`config.mk`:
```
export PLATFORM = sky130hd
export DESIGN_NAME = preg_free_list_flat
export DESIGN_NICKNAME = d
export VERILOG_FILES = /design/src/rtl/preg_free_list_pkg.sv /design/src/rtl/preg_free_list_if.sv /design/src/rtl/preg_fl_ptr.sv /design/src/rtl/preg_free_list.sv /design/src/flat_wrapper.sv
export SDC_FILE = /design/constraint.sdc
export NUM_CORES = 1
export LEC_CHECK = 0
export CORE_MARGIN = 8
export CORE_UTILIZATION = 60
export DETAILED_ROUTE_END_ITERATION = 8
export GPL_ROUTABILITY_DRIVEN = 0
export PLACE_DENSITY = 0.81
export SLEW_MARGIN = 20
export SYNTH_ARGS = -nofsm -noshare
export SYNTH_HDL_FRONTEND = slang
export SYNTH_SLANG_ARGS = --single-unit
export TNS_END_PERCENT = 50
```
`constraint.sdc`:
```
create_clock -name clk -period 19.1 [get_ports clk]
set_input_delay 3.82 -clock clk [delete_from_list [all_inputs] [get_ports clk]]
set_output_delay 3.82 -clock clk [all_outputs]
set_load 0.02 [all_outputs]
```
`src/rtl/preg_free_list_pkg.sv`:
```
// Shared rename definitions: register counts, physical tag type, free-list
// pointer/count types, FSM states and wrap-bit pointer arithmetic.
package preg_free_list_pkg;

   localparam int NUM_PREGS = 64;
   localparam int NUM_AREGS = 32;
   localparam int TAG_W     = $clog2(NUM_PREGS);
   localparam int DEPTH     = NUM_PREGS - NUM_AREGS;
   localparam int IDX_W     = $clog2(DEPTH);
   localparam int PTR_W     = IDX_W + 1;
   localparam int CNT_W     = $clog2(DEPTH) + 1;

   typedef logic [TAG_W-1:0] ptag_t;
   typedef logic [PTR_W-1:0] fl_ptr_t;   // {wrap, index}
   typedef logic [CNT_W-1:0] fl_cnt_t;

   typedef enum logic {
      FL_NORMAL  = 1'b0,
      FL_RECOVER = 1'b1
   } fl_state_e;

   // Advance a wrap-bit pointer by 0..2; index wraps modulo DEPTH and the
   // wrap bit toggles on crossing.
   function automatic fl_ptr_t ptr_add(input fl_ptr_t p, input logic [1:0] n);
      logic [IDX_W:0] sum;
      fl_ptr_t        r;
      sum = (IDX_W+1)'(p[IDX_W-1:0]) + (IDX_W+1)'(n);
      if (sum >= (IDX_W+1)'(DEPTH))
         r = {~p[PTR_W-1], IDX_W'(sum - (IDX_W+1)'(DEPTH))};
      else
         r = {p[PTR_W-1], sum[IDX_W-1:0]};
      return r;
   endfunction

   // Entries from b up to a (a - b modulo 2*DEPTH).
   function automatic fl_cnt_t ptr_dist(input fl_ptr_t a, input fl_ptr_t b);
      logic [IDX_W:0] ai;
      logic [IDX_W:0] bi;
      ai = (IDX_W+1)'(a[IDX_W-1:0]);
      bi = (IDX_W+1)'(b[IDX_W-1:0]);
      if (a[PTR_W-1] != b[PTR_W-1])
         ai = ai + (IDX_W+1)'(DEPTH);
      return CNT_W'(ai - bi);
   endfunction

endpackage

```
`src/rtl/preg_free_list_if.sv`:
```
// Rename/retire <-> free-list handshake bundle. master = rename + ROB side,
// slave = the free list.
interface preg_free_list_if;
   import preg_free_list_pkg::*;

   logic    alloc_req_a;
   logic    alloc_req_b;
   logic    alloc_gnt;
   ptag_t   alloc_tag_a;
   ptag_t   alloc_tag_b;
   logic    ret_valid_a;
   ptag_t   ret_old_tag_a;
   logic    ret_valid_b;
   ptag_t   ret_old_tag_b;
   logic    flush;
   fl_cnt_t free_cnt;
   logic    busy;

   modport master (
      output alloc_req_a, alloc_req_b, ret_valid_a, ret_old_tag_a,
             ret_valid_b, ret_old_tag_b, flush,
      input  alloc_gnt, alloc_tag_a, alloc_tag_b, free_cnt, busy
   );

   modport slave (
      input  alloc_req_a, alloc_req_b, ret_valid_a, ret_old_tag_a,
             ret_valid_b, ret_old_tag_b, flush,
      output alloc_gnt, alloc_tag_a, alloc_tag_b, free_cnt, busy
   );

endinterface

```
`src/rtl/preg_fl_ptr.sv`:
```
// Wrap-bit free-list pointer: advance by 0/1/2 per cycle, or load a new
// value (load wins over advance).
module preg_fl_ptr
   import preg_free_list_pkg::*;
#(
   parameter fl_ptr_t RST_VAL = '0
) (
   input  logic       clk,
   input  logic       reset,
   input  logic [1:0] adv,
   input  logic       load,
   input  fl_ptr_t    load_val,
   output fl_ptr_t    ptr
);

   // Pointer register with async reset to its initial position.
   always_ff @(posedge clk or posedge reset) begin
      if (reset)     ptr <= RST_VAL;
      else if (load) ptr <= load_val;
      else           ptr <= ptr_add(ptr, adv);
   end

endmodule

```
`src/rtl/preg_free_list.sv`:
```
// Physical-register free list for a 2-wide rename stage. A speculative head
// serves rename, a committed head follows retire; flush copies the committed
// head back to the speculative head in one cycle.
module preg_free_list
   import preg_free_list_pkg::*;
(
   input  logic             clk,
   input  logic             reset,
   preg_free_list_if.slave  fl
);

   logic [DEPTH-1:0][TAG_W-1:0] entry;
   fl_state_e                   state;
   logic                        busy_q;
   fl_ptr_t                     spec_head, commit_head, tail;
   fl_ptr_t                     commit_nxt, spec_p1, tail_p1;
   logic [1:0]                  need, ret_n, spec_adv;
   fl_cnt_t                     free_cnt;
   logic                        gnt;
   logic [IDX_W-1:0]            wa_idx, wb_idx;

   // Request/retire counts, grant decision and write slots.
   always_comb begin
      need       = {1'b0, fl.alloc_req_a} + {1'b0, fl.alloc_req_b};
      ret_n      = {1'b0, fl.ret_valid_a} + {1'b0, fl.ret_valid_b};
      free_cnt   = ptr_dist(tail, spec_head);
      // All-or-nothing: both slots get tags or neither does.
      gnt        = (need != 2'd0) && (CNT_W'(need) <= free_cnt) &&
                   (state == FL_NORMAL) && !fl.flush && !reset;
      spec_adv   = gnt ? need : 2'd0;
      commit_nxt = ptr_add(commit_head, ret_n);
      spec_p1    = ptr_add(spec_head, 2'd1);
      tail_p1    = ptr_add(tail, 2'd1);
      wa_idx     = tail[IDX_W-1:0];
      wb_idx     = fl.ret_valid_a ? tail_p1[IDX_W-1:0] : tail[IDX_W-1:0];
   end

   assign fl.alloc_gnt   = gnt;
   assign fl.alloc_tag_a = entry[spec_head[IDX_W-1:0]];
   assign fl.alloc_tag_b = fl.alloc_req_a ? entry[spec_p1[IDX_W-1:0]]
                                          : entry[spec_head[IDX_W-1:0]];
   assign fl.free_cnt    = free_cnt;
   assign fl.busy        = busy_q;

   // Flush restores rename's view to the committed head, including any
   // retire happening in the same cycle.
   preg_fl_ptr #(.RST_VAL('0)) u_spec_head (
      .clk(clk), .reset(reset), .adv(spec_adv),
      .load(fl.flush), .load_val(commit_nxt), .ptr(spec_head)
   );

   preg_fl_ptr #(.RST_VAL('0)) u_commit_head (
      .clk(clk), .reset(reset), .adv(ret_n),
      .load(1'b0), .load_val('0), .ptr(commit_head)
   );

   // Tail starts one full lap ahead: every entry is free after reset.
   preg_fl_ptr #(.RST_VAL({1'b1, {IDX_W{1'b0}}})) u_tail (
      .clk(clk), .reset(reset), .adv(ret_n),
      .load(1'b0), .load_val('0), .ptr(tail)
   );

   // Tag storage: reset to the tags above the architectural set, then
   // refilled by retire; pushed tags are readable from the next cycle.
   always_ff @(posedge clk or posedge reset) begin
      if (reset) begin
         for (int i = 0; i < DEPTH; i++)
            entry[i] <= TAG_W'(NUM_AREGS + i);
      end else begin
         if (fl.ret_valid_a) entry[wa_idx] <= fl.ret_old_tag_a;
         if (fl.ret_valid_b) entry[wb_idx] <= fl.ret_old_tag_b;
      end
   end

   // Recovery FSM: any flush (including one during recovery) leads to one
   // RECOVER cycle; busy is registered alongside the state.
   always_ff @(posedge clk or posedge reset) begin
      if (reset) begin
         state  <= FL_NORMAL;
         busy_q <= 1'b0;
      end else begin
         case (state)
            FL_NORMAL:  state <= fl.flush ? FL_RECOVER : FL_NORMAL;
            FL_RECOVER: state <= fl.flush ? FL_RECOVER : FL_NORMAL;
            default:    state <= FL_NORMAL;
         endcase
         busy_q <= fl.flush;
      end
   end

   // Count never exceeds capacity.
   a_cnt_bound: assert property (@(posedge clk) disable iff (reset)
      free_cnt <= CNT_W'(DEPTH));

   // Retire frees at most what rename has handed out beyond the committed
   // head; this keeps commit_head behind spec_head and tail behind a lap.
   a_ret_bound: assert property (@(posedge clk) disable iff (reset)
      CNT_W'(ret_n) <= ptr_dist(spec_head, commit_head));

endmodule
```
`src/flat_wrapper.sv`:
```
// flat-port wrapper written by rule: the top's interface ports become plain ports
module preg_free_list_flat import preg_free_list_pkg::*;
  (clk, reset, fl_alloc_req_a, fl_alloc_req_b, fl_ret_valid_a, fl_ret_old_tag_a, fl_ret_valid_b, fl_ret_old_tag_b, fl_flush, fl_alloc_gnt, fl_alloc_tag_a, fl_alloc_tag_b, fl_free_cnt, fl_busy);
  preg_free_list_if fl_i ();
  input  logic clk;
  input  logic reset;
  input wire logic [$bits(fl_i.alloc_req_a)-1:0] fl_alloc_req_a;
  input wire logic [$bits(fl_i.alloc_req_b)-1:0] fl_alloc_req_b;
  input wire logic [$bits(fl_i.ret_valid_a)-1:0] fl_ret_valid_a;
  input wire logic [$bits(fl_i.ret_old_tag_a)-1:0] fl_ret_old_tag_a;
  input wire logic [$bits(fl_i.ret_valid_b)-1:0] fl_ret_valid_b;
  input wire logic [$bits(fl_i.ret_old_tag_b)-1:0] fl_ret_old_tag_b;
  input wire logic [$bits(fl_i.flush)-1:0] fl_flush;
  output wire logic [$bits(fl_i.alloc_gnt)-1:0] fl_alloc_gnt;
  output wire logic [$bits(fl_i.alloc_tag_a)-1:0] fl_alloc_tag_a;
  output wire logic [$bits(fl_i.alloc_tag_b)-1:0] fl_alloc_tag_b;
  output wire logic [$bits(fl_i.free_cnt)-1:0] fl_free_cnt;
  output wire logic [$bits(fl_i.busy)-1:0] fl_busy;
  assign fl_i.alloc_req_a = fl_alloc_req_a;
  assign fl_i.alloc_req_b = fl_alloc_req_b;
  assign fl_i.ret_valid_a = fl_ret_valid_a;
  assign fl_i.ret_old_tag_a = fl_ret_old_tag_a;
  assign fl_i.ret_valid_b = fl_ret_valid_b;
  assign fl_i.ret_old_tag_b = fl_ret_old_tag_b;
  assign fl_i.flush = fl_flush;
  assign fl_alloc_gnt = fl_i.alloc_gnt;
  assign fl_alloc_tag_a = fl_i.alloc_tag_a;
  assign fl_alloc_tag_b = fl_i.alloc_tag_b;
  assign fl_free_cnt = fl_i.free_cnt;
  assign fl_busy = fl_i.busy;
  preg_free_list u_core (.clk(clk), .reset(reset), .fl(fl_i));
endmodule
```
# After elaboration in Yosys (flattened, before gate mapping)
# Index checks and enable logic that the tools add are counted.
# totals
regBits	212
mem_bits_rw	0
rom_bits	0
elab_cells	103
n_memories	0
latch_bits	0
in_bits	19
# op_classes
shift	0
n_mux	23
n_addsub	14
n_bitwise	4
n_lt_le_gt_ge	12
mul	0
div_mod_pow	0
n_reduce_logical	10
eq_ne	1
# op_table
operator	n
192-bit bitwise mux	2
192-bit 2-to-1 mux	2
6-bit binary-select mux with 5-bit select	2
6-bit demux with 5-bit select	2
6-bit 2-to-1 mux	9
6-bit >= comparator (second input constant)	5
5-bit by 1-bit subtractor with 5-bit output (second input constant)	5
5-bit by 6-bit < comparator with 1-bit output (second input constant)	4
5-bit 2-to-1 mux	4
5-bit by 2-bit adder with 6-bit output	3
5-bit by 1-bit adder with 6-bit output (second input constant)	2
5-bit by 1-bit >= comparator with 1-bit output (second input constant)	2
5-bit by 6-bit adder with 6-bit output (second input constant)	1
2-bit by 6-bit <= comparator with 1-bit output	1
1-bit logical AND	6
6-bit by 5-bit subtractor with 6-bit output	1
1-bit by 1-bit adder with 2-bit output	2
1-bit inverter	4
2-bit nonzero test	2
1-bit zero test	2
2-bit 2-to-1 mux	1
1-bit 2-to-1 mux	1
1-bit inequality test	1

# Depth between registers and ports, before layout
# Gate-level depths: netlist of run 1.
# depth
word_depth	13
ltp_mapped	16

# By module
# Synthesis of run 1 repeated with hierarchy kept, for this count alone.
# hier_totals
hier_cells	1126
area_unflattened_um2	14841.7
# modules_own_cells
mod	area_per_inst_um2	cells_per_inst	seq_area_each_um2	n_inst
preg_free_list	13842.0	1033	4969.8	1
preg_fl_ptr (u_core.u_commit_head ...)	332.8	31	150.1	2
preg_fl_ptr (u_core.u_tail)	334.1	31	151.4	1

# Worst setup path after synthesis of run 1
# Ideal clock, no wire load.
# synth_path
path_type	input to output
start	in fl_alloc_req_a
end	out fl_alloc_gnt
slack_ns	9.957
cell_stages	8
arrival_time_ns	5.323
n_path_buf	0
cell_sequence	clkinv_1 ha_1 inv_1 ha_1 a21oi_1 o21ai_0 a21oi_1 a21boi_0
# synth_between
elab_chain_cells	6
elab_cells_between_ends	7
cone_classes	add/sub (1); order compare (1); reduce/logical (5)
# synth_lines
item	line_no	rtl
from (decl)	flat_wrapper.sv:7	input wire logic [$bits(fl_i.alloc_req_a)-1:0] fl_alloc_req_a;
1-bit by 1-bit adder with 2-bit output (*)	preg_free_list.sv:24	need = {1'b0, fl.alloc_req_a} + {1'b0, fl.alloc_req_b};
2-bit by 6-bit <= comparator with 1-bit output / 2-bit nonzero test (equally long branches)	preg_free_list.sv:28	gnt = (need != 2'd0) && (CNT_W'(need) <= free_cnt) &&
1-bit logical AND (*) (2 in series)	preg_free_list.sv:28	
1-bit logical AND (*) (2 in series)	preg_free_list.sv:29	(state == FL_NORMAL) && !fl.flush && !reset;
to (decl)	flat_wrapper.sv:14	output wire logic [$bits(fl_i.alloc_gnt)-1:0] fl_alloc_gnt;
# Mark *: on every way between the ends. The rest lies on a longest branch, timed or not.

# Worst setup path in the final report of run 1
# Ends and elaborated chain as after synthesis.

==> results.py, run 1 <==
metrics = {
    "timing": {
        "fin_worst_skew_ns": 0.0134,
        "worst_slew_pin_slew_ns": 1.10,
        "tns_ns": 0,
        "period_minus_slack_ns": 10.84,
        "fmax_mhz": 92.3,
        "maxSlewViolCount": 0,
        "finalHoldViolCount": 0,
        "final.period_utilization_pct": 56.7,
        "setup_viol": 0,
        "max_slew_margin_pct": 25.8,
        "rsz0062_at_grt": "no",
    },
    "critical_path": {
        "crit_fanout": 14,
        "cp-end-kind": "primary output",
        "cp-start-kind": "input port",
        "worstSetupPathType": "input port to primary output",
        "cp.arrival_ns": 7.02,
        "required_ns": 15.28,
    },
    "layout": {
        "syn_to_final_growth_pct": 9.79,
        "diodes": 0,
        "final_nets": 1160,
        "drive_gt1_share_pct": 59.0,
        "utilization_pct": 66.6,
        "fillers": 1688,
    },
    "floorplan": {
        "die_y_um": 172,
        "die-area_sq_um": 29700,
        "initial_utilization_pct": 60.6,
        "rows": 57,
        "die_width_um": 172,
        "core_sq_um": 24200,
        "pin_count": 39,
    },
    "placed_design": {
        "portBuffers": 38,
        "hpwlAfterDp_mm": 27.1,
    },
    "logic_synthesis": {
        "synth_edf_count": 0,
        "synth_seq_cells": 211,
        "syn_area_sq_um": 14700,
        "synth_common_cells": "mux2_2 (367), dfstp_2 (113), dfrtp_1 (98)",
        "syn_nets": 1155,
        "postSynthAreaPerCell_sq_um": 13.2,
        "synthMostInstantiatedCell": "mux2_2",
        "ys_top_cells_by_area": "mux2_2 (28%), dfstp_2 (20%), dfrtp_1 (17%)",
        "async_flop_share_pct": 100,
        "ys_seq_area_share_pct": 37.0,
        "synth_top_area_cell": "mux2_2",
        "syn_inst": 1111,
        "synthFlopType": "dfstp_2",
        "yosysTopAreaCellShare_pct": 28.2,
        "yosysUniqueCellTypes": 64,
        "yosys_warnings": 0,
    },
    "pwr": {
        "internal_power_mw": 2.04,
        "swShare_pct": 39.7,
        "sequentialPowerShare_pct": 28.4,
        "cellPowerDensity_nw_per_um2": 210,
        "combPwrFrac_pct": 57.1,
        "leakage_nw": 6.20,
        "p_clk_share_pct": 14.5,
        "vdd_drop_max_uv": 172,
        "net-switching-power_mw": 1.34,
    },
    "detailed_routing": {
        "viasPerCell": 7.03,
        "wl_met3_mm": 4.00,
        "drt_pass1_iterations": 5,
        "num_vias": 10257,
        "drtIter0Drc": 1250,
        "wl_met1_mm": 16.2,
        "highest_layer": "met4",
        "ant_nets": 0,
        "routed_wl_mm": 41.3,
        "met2_length_mm": 19.3,
        "drc": 0,
        "wl_per_cell_um": 28.3,
    },
    "grt": {
        "antenna_found_initial": 0,
        "grt_max_degree": 78,
        "grt_pass1_vias": 10361,
        "overflow": 0,
        "groute.usage.overall_pct": 28.3,
        "grt_pass1_wl_mm": 63.4,
    },
    "flow_run": {
        "cap_violations": 0,
    },
    "cts": {
        "cts_num_sinks": 211,
        "ctsHoldBuffers": 0,
        "clk_pin_slew_worst_paths_ns": 0.06,
        "htreeDepth": 1,
        "cts_setup_buffers": 0,
        "cts_root_buf": "clkbuf_16",
        "insertion_delay_ns": 0.53,
        "cts_buffer_depth": 3,
        "cts_tree": "built",
        "cts_resized": 0,
        "numCtsBuffers": 25,
    },
    "outcome": {
        "outcome": "complete, no violations",
    },
    "worst_hold_path": {
        "hold_path_class": "flop to flop",
    },
}
power groups by stage:
stage          logic, mW  registers (mW)  clock network, mW
2_1_floorplan       1.43           0.854                  0
3_5_place_dp        1.90           0.957                  0
4_1_cts             1.91           0.950              0.495
5_1_grt             2.02           0.985              0.515
3_3_place_gp        1.86           0.933                  0
6_report            1.93           0.960              0.491
logic make-up (layout without fill, tap and decap cells):
kind of cell | Yosys count | count (layout) | synth area share [%]
muxes | 492 | 492 | 45.0
adders and majority gates | 25 | 25 | 2.34
AOI/OAI and AO/OA | 91 | 91 | 4.92
buffers and inverters | 97 | 120 | 3.05
DFF | 211 | 211 | 37.0
xor gates and xnor gates | 19 | 19 | 1.19
and+or+nand+nor | 176 | 176 | 6.57
layer usage:
metal,up-vias,global-route usage [%]
met1,5238,37.5
met3,138,6.03
met2,618,44.6
li1,4263,-
met5,-,0
met4,0,12.4
worst paths after layout:
path,startpoint,to,slack [ns],depth (start not counted)
max,fl_alloc_req_a,fl_alloc_gnt,8.26,10
min,u_core.u_commit_head.ptr[5],u_core.u_commit_head.ptr[5],0.46,1
max reg2reg,u_core.u_spec_head.ptr[1],u_core.u_spec_head.ptr[5],15.08,14
min reg2reg,u_core.u_commit_head.ptr[5],u_core.u_commit_head.ptr[5],0.46,1
max in group asynchronous,reset,u_core.entry[164],13.17,4
min in group asynchronous,reset,u_core.u_spec_head.ptr[0],3.76,2
placed cells by master (no fill, tap or decap), types with 17 or more instances in the layout:
cell / n
dfrtp_1: 96
clkbuf_16: 25
clkdlybuf4s50_1: 38
nand3_1: 29
o22ai_1: 25
nand2_1: 36
mux2i_1: 23
mux2_2: 367
buf_4: 20
dfstp_2: 113
ha_1: 20
nor2_1: 32
o21ai_0: 17
mux4_2: 96
state kept, by name, indices dropped and copies added, names as in the netlist:
name                      flops
u_core.entry                192
u_core.u_commit_head.ptr      6
u_core.u_spec_head.ptr        6
u_core.u_tail.ptr             6
u_core.fl.busy                1
through the flow:
step	setup slack (ns)	power [mW]	instances	hold slack (ns)	cell area, sq um
2_1_floorplan	9.70	2.28	1111	0.432	14700
3_5_place_dp	8.35	2.86	1413	0.448	15300
4_1_cts	8.33	3.36	1458	0.460	16100
3_3_place_gp	8.42	2.80	1413	0.453	15300
6_report	8.26	3.39	1458	0.464	16100
5_1_grt	8.09	3.52	1458	0.491	16100
layout make-up:
class	instances	area [sq um]	area share, %
Clock inverter	9	101	0.630
Clock buffer	36	737	4.58
Inverter	17	71.3	0.443
Timing Repair Buffer	58	531	3.30
Multi-Input combinational cell	803	8820	54.8
Sequential cell	211	5430	33.7
Tap cell	324	405	2.52
worst max-delay path, cell delays in order:
cell	delay, ns
clkdlybuf4s50_1	0.85
clkinv_1	0.46
ha_1	0.44
inv_1	0.05
ha_1	0.27
a21oi_1	0.15
o21ai_0	0.10
a21oi_1	0.20
a21boi_0	0.12
clkdlybuf4s50_1	0.56
Note: power is estimated with default switching activity, not from simulation.
==> run 2, diff against run 1 <==
==> constraint.sdc (replaced) <==
create_clock -name clk -period 10.3 [get_ports clk]
set_input_delay 2.06 -clock clk [delete_from_list [all_inputs] [get_ports clk]]
set_output_delay 2.06 -clock clk [all_outputs]
set_load 0.02 [all_outputs]
==> results.py, run 2 (synthesized netlist as in run 1, its figures left out) <==
metrics = {
    "outcome": {
        "outcome": "complete, no violations",
    },
    "pwr": {
        "combPwrFrac_pct": 57.6,
        "leakage_nw": 6.16,
        "vdd_drop_max_uv": 375,
        "net-switching-power_mw": 2.49,
        "p_clk_share_pct": 13.6,
        "internal_power_mw": 3.73,
        "cellPowerDensity_nw_per_um2": 388,
        "sequentialPowerShare_pct": 28.8,
        "swShare_pct": 40.1,
    },
    "layout": {
        "fillers": 1720,
        "drive_gt1_share_pct": 58.7,
        "final_common_cell": "mux2_2",
        "final_nets": 1158,
        "diodes": 0,
        "syn_to_final_growth_pct": 9.23,
        "largest_reg_flops": 192,
        "top_register": "u_core.entry",
        "final_cell_mix": "mux2_2 (367), dfstp_2 (113), mux4_2 (96), dfrtp_1 (96), clkdlybuf4s50_1 (38)",
    },
    "floorplan": {
        "die_y_um": 172,
        "core_sq_um": 24200,
        "pin_count": 39,
        "rows": 57,
        "die-area_sq_um": 29700,
        "initial_utilization_pct": 60.6,
        "die_width_um": 172,
    },
    "critical_path": {
        "cp-start-kind": "input port",
        "cpPeakStageDelay_ns": 0.85,
        "required_ns": 8.24,
        "cp-end-kind": "primary output",
        "cp.arrival_ns": 5.21,
        "worstSetupPathType": "input port to primary output",
        "crit_fanout": 14,
        "cp_slowest_cell": "clkdlybuf4s50_1",
        "r2r_slack_ns": 5.60,
        "cp_cell_sequence": "clkdlybuf4s50_1 > clkinv_1 > ha_1 > inv_1 > ha_1 > a21oi_1 > o21ai_0 > a21oi_1 > a21boi_0 > clkdlybuf4s50_1",
    },
    "grt": {
        "grt_max_degree": 83,
        "antenna_found_initial": 0,
        "grt_pass1_vias": 10379,
        "grt_pass1_wl_mm": 63.9,
        "overflow": 0,
        "groute.usage.overall_pct": 28.6,
    },
    "timing": {
        "max_slew_margin_pct": 29.8,
        "whs_ns": 0.456,
        "worst_slew_pin_slew_ns": 1.05,
        "final.period_utilization_pct": 70.5,
        "rsz0062_at_grt": "no",
        "period_minus_slack_ns": 7.27,
        "fmax_mhz": 138,
        "fin_worst_skew_ns": 0.0185,
        "tns_ns": 0,
        "maxSlewViolCount": 0,
        "finalHoldViolCount": 0,
        "setup_viol": 0,
    },
    "detailed_routing": {
        "wl_per_cell_um": 28.3,
        "drc": 0,
        "viasPerCell": 6.98,
        "num_vias": 10156,
        "routed_wl_mm": 41.2,
        "drtIter0Drc": 1125,
        "drt_pass1_iterations": 5,
        "ant_nets": 0,
    },
    "cts": {
        "insertion_delay_ns": 0.53,
        "cts_buffer_depth": 3,
        "cts_root_buf": "clkbuf_16",
        "cts_setup_buffers": 0,
        "ctsHoldBuffers": 0,
        "cts_tree": "built",
        "cts_resized": 0,
        "cts_num_sinks": 211,
        "numCtsBuffers": 25,
        "clk_pin_slew_worst_paths_ns": 0.06,
        "htreeDepth": 1,
    },
    "worst_hold_path": {
        "hold_path_class": "flop to flop",
    },
    "flow_run": {
        "cap_violations": 0,
    },
    "placed_design": {
        "portBuffers": 38,
        "hpwlAfterDp_mm": 26.6,
    },
}
==> run 2: layout make-up <==
class / count / area, sq um / share of cell area [%]
inverters: 17 / 71.3 / 0.445
clock inverters: 11 / 91.3 / 0.570
repair buffers: 56 / 515 / 3.22
well taps: 324 / 405 / 2.53
flip-flops and latches: 211 / 5430 / 33.9
clock buffers: 34 / 679 / 4.24
multi-input cells: 803 / 8820 / 55.1
==> run 2: path summary, 6_finish.rpt <==
kind / from / end / cells after the start
max: fl_alloc_req_a / fl_alloc_gnt / 10
min: u_core.u_commit_head.ptr[5] / u_core.u_commit_head.ptr[5] / 1
max reg2reg: u_core.u_spec_head.ptr[0] / u_core.u_spec_head.ptr[5] / 14
min reg2reg: u_core.u_commit_head.ptr[5] / u_core.u_commit_head.ptr[5] / 1
max in group asynchronous: reset / u_core.u_spec_head.ptr[0] / 3
min in group asynchronous: reset / u_core.fl.busy / 2
==> run 2: power groups by stage <==
stage | Combinational [mW] | Clock, mW | Sequential, mW
2_1_floorplan | 2.65 | 0 | 1.58
3_3_place_gp | 3.43 | 0 | 1.74
3_5_place_dp | 3.50 | 0 | 1.78
4_1_cts | 3.52 | 0.858 | 1.77
5_1_grt | 3.76 | 0.892 | 1.84
6_report | 3.58 | 0.848 | 1.79
==> run 2: metal layers <==
metal / global-route usage, % / up-vias / wire (um)
met1: 38.0 / 5209 / 16400
met3: 6.85 / 140 / 3890
met5: 0 / - / 0
met2: 43.9 / 542 / 18800
li1: - / 4265 / -
met4: 13.2 / 0 / 2100
==> run 2: metrics by stage <==
step                power, mW  instance area (sq um)  instances  utilization [%]  worst slack, ns
floorplan                4.23                  14700       1111                -             2.66
global placement         5.17                  15200       1411             63.0             3.18
detailed placement       5.28                  15200       1411             63.0             3.14
CTS                      6.15                  16000       1456             66.2             3.13
global route             6.50                  16000       1456             66.2             2.86
finish                   6.22                  16000       1456             66.2             3.03
==> run 2: worst max-delay path: cells and delay by family <==
kind                     cells  cell delay (ns)
AO/OA/AOI/OAI                4             0.55
adder cells (fa/ha/maj)      2             0.70
buffers and inverters        4             1.91
==> run 3, diff against run 2 <==
==> constraint.sdc (replaced) <==
create_clock -name clk -period 6.9 [get_ports clk]
set_input_delay 1.38 -clock clk [delete_from_list [all_inputs] [get_ports clk]]
set_output_delay 1.38 -clock clk [all_outputs]
set_load 0.02 [all_outputs]
==> results.py, run 3 (synthesized netlist as in run 1, its figures left out) <==
metrics = {
    "outcome": {
        "outcome": "complete, no violations",
    },
    "detailed_routing": {
        "routed_wl_mm": 40.7,
        "viasPerCell": 7.05,
        "wl_per_cell_um": 27.9,
        "num_vias": 10296,
        "drt_pass1_iterations": 6,
        "drtIter0Drc": 1182,
        "drc": 0,
        "ant_nets": 0,
    },
    "floorplan": {
        "die_y_um": 172,
        "die-area_sq_um": 29700,
        "initial_utilization_pct": 60.6,
        "core_sq_um": 24200,
        "rows": 57,
        "die_width_um": 172,
        "pin_count": 39,
    },
    "timing": {
        "fmax_mhz": 168,
        "setup_viol": 0,
        "period_minus_slack_ns": 5.96,
        "fin_worst_skew_ns": 0.00841,
        "final.period_utilization_pct": 86.3,
        "worst_slew_pin_slew_ns": 1.19,
        "finalHoldViolCount": 0,
        "tns_ns": 0,
        "max_slew_margin_pct": 20.6,
        "maxSlewViolCount": 0,
        "rsz0062_at_grt": "no",
    },
    "grt": {
        "groute.usage.overall_pct": 28.0,
        "grt_pass1_wl_mm": 62.8,
        "grt_max_degree": 131,
        "grt_pass1_vias": 10213,
        "antenna_found_initial": 1,
        "overflow": 0,
    },
    "layout": {
        "final_nets": 1162,
        "final_common_cell": "mux2_2",
        "largest_reg_flops": 192,
        "fillers": 1682,
        "final_cell_mix": "mux2_2 (367), dfstp_2 (113), mux4_2 (96), dfrtp_1 (96), clkdlybuf4s50_1 (38)",
        "final_cell_area_sq_um": 16100,
        "top_register": "u_core.entry",
        "drive_gt1_share_pct": 58.7,
        "syn_to_final_growth_pct": 10.0,
        "diodes": 0,
    },
    "critical_path": {
        "cp-start-kind": "input port",
        "crit_fanout": 14,
        "worstSetupPathType": "input port to primary output",
        "required_ns": 5.52,
        "cp.arrival_ns": 4.58,
        "cp-end-kind": "primary output",
    },
    "flow_run": {
        "cap_violations": 0,
    },
    "cts": {
        "htreeDepth": 1,
        "cts_buffer_depth": 3,
        "insertion_delay_ns": 0.53,
        "cts_num_sinks": 211,
        "cts_resized": 0,
        "ctsHoldBuffers": 0,
        "clk_pin_slew_worst_paths_ns": 0.06,
        "cts_root_buf": "clkbuf_16",
        "cts_tree": "built",
        "numCtsBuffers": 25,
        "cts_setup_buffers": 0,
    },
    "placed_design": {
        "portBuffers": 38,
        "hpwlAfterDp_mm": 26.7,
        "place_area_sq_um": 15300,
    },
    "pwr": {
        "vdd_drop_max_uv": 431,
        "finalPower_mw": 9.41,
        "cellPowerDensity_nw_per_um2": 583,
        "leakage_nw": 6.21,
    },
    "worst_hold_path": {
        "hold_path_class": "flop to flop",
    },
}
[run 3: final timing paths]
path | start | endpoint | slack (ns) | cells past startpoint
max | fl_alloc_req_a | fl_alloc_gnt | 0.94 | 10
min reg2reg | u_core.u_commit_head.ptr[5] | u_core.u_commit_head.ptr[5] | 0.46 | 1
max reg2reg | u_core.u_spec_head.ptr[1] | u_core.u_spec_head.ptr[5] | 2.72 | 14
min in group asynchronous | reset | u_core.u_spec_head.ptr[5] | 1.16 | 2
max in group asynchronous | reset | u_core.u_spec_head.ptr[0] | 4.47 | 3
min | u_core.u_commit_head.ptr[5] | u_core.u_commit_head.ptr[5] | 0.46 | 1
[run 3: through the flow]
step / std cells / hold WS (ns) / utilization [%] / setup slack (ns)
global placement: 1415 / 0.454 / 63.2 / 1.20
finish: 1460 / 0.458 / 66.7 / 0.944
global route: 1460 / 0.488 / 66.7 / 0.765
floorplan: 1111 / 0.432 / - / 2.64
CTS: 1460 / 0.461 / 66.7 / 1.01
detailed placement: 1415 / 0.449 / 63.2 / 1.02
[run 3: area by class of cell]
type,instances,area (sq um),share of cell area (%)
clock inverter,6,111,0.690
inverter,17,67.6,0.419
tap,324,405,2.51
timing repair buffer,60,558,3.46
clock buffer,39,738,4.58
multi-input combinational,803,8820,54.7
sequential,211,5430,33.6
[run 3: layer usage]
metal	part of all wire (%)	track usage, %	routed length, um	vias up
li1	-	-	-	4269
met1	40	38.1	16300	5321
met3	9.8	6.12	3970	118
met2	46	43.1	18600	586
met5	0.025	0	10	-
met4	4.5	11.4	1850	2
[run 3: critical path, cell delays in order]
cell	delay, ns
clkdlybuf4s50_1	0.83
clkinv_1	0.44
ha_1	0.43
inv_1	0.05
ha_1	0.26
a21oi_1	0.16
o21ai_0	0.10
a21oi_1	0.22
a21boi_0	0.13
clkdlybuf4s50_1	0.57
[run 3: power by group]
group | leakage, nW | switching, mW | internal (mW)
combinational | 3.41 | 2.60 | 2.79
clock | 0.411 | 0.529 | 0.844
sequential | 2.38 | 0.568 | 2.07
total | 6.21 | 3.70 | 5.71
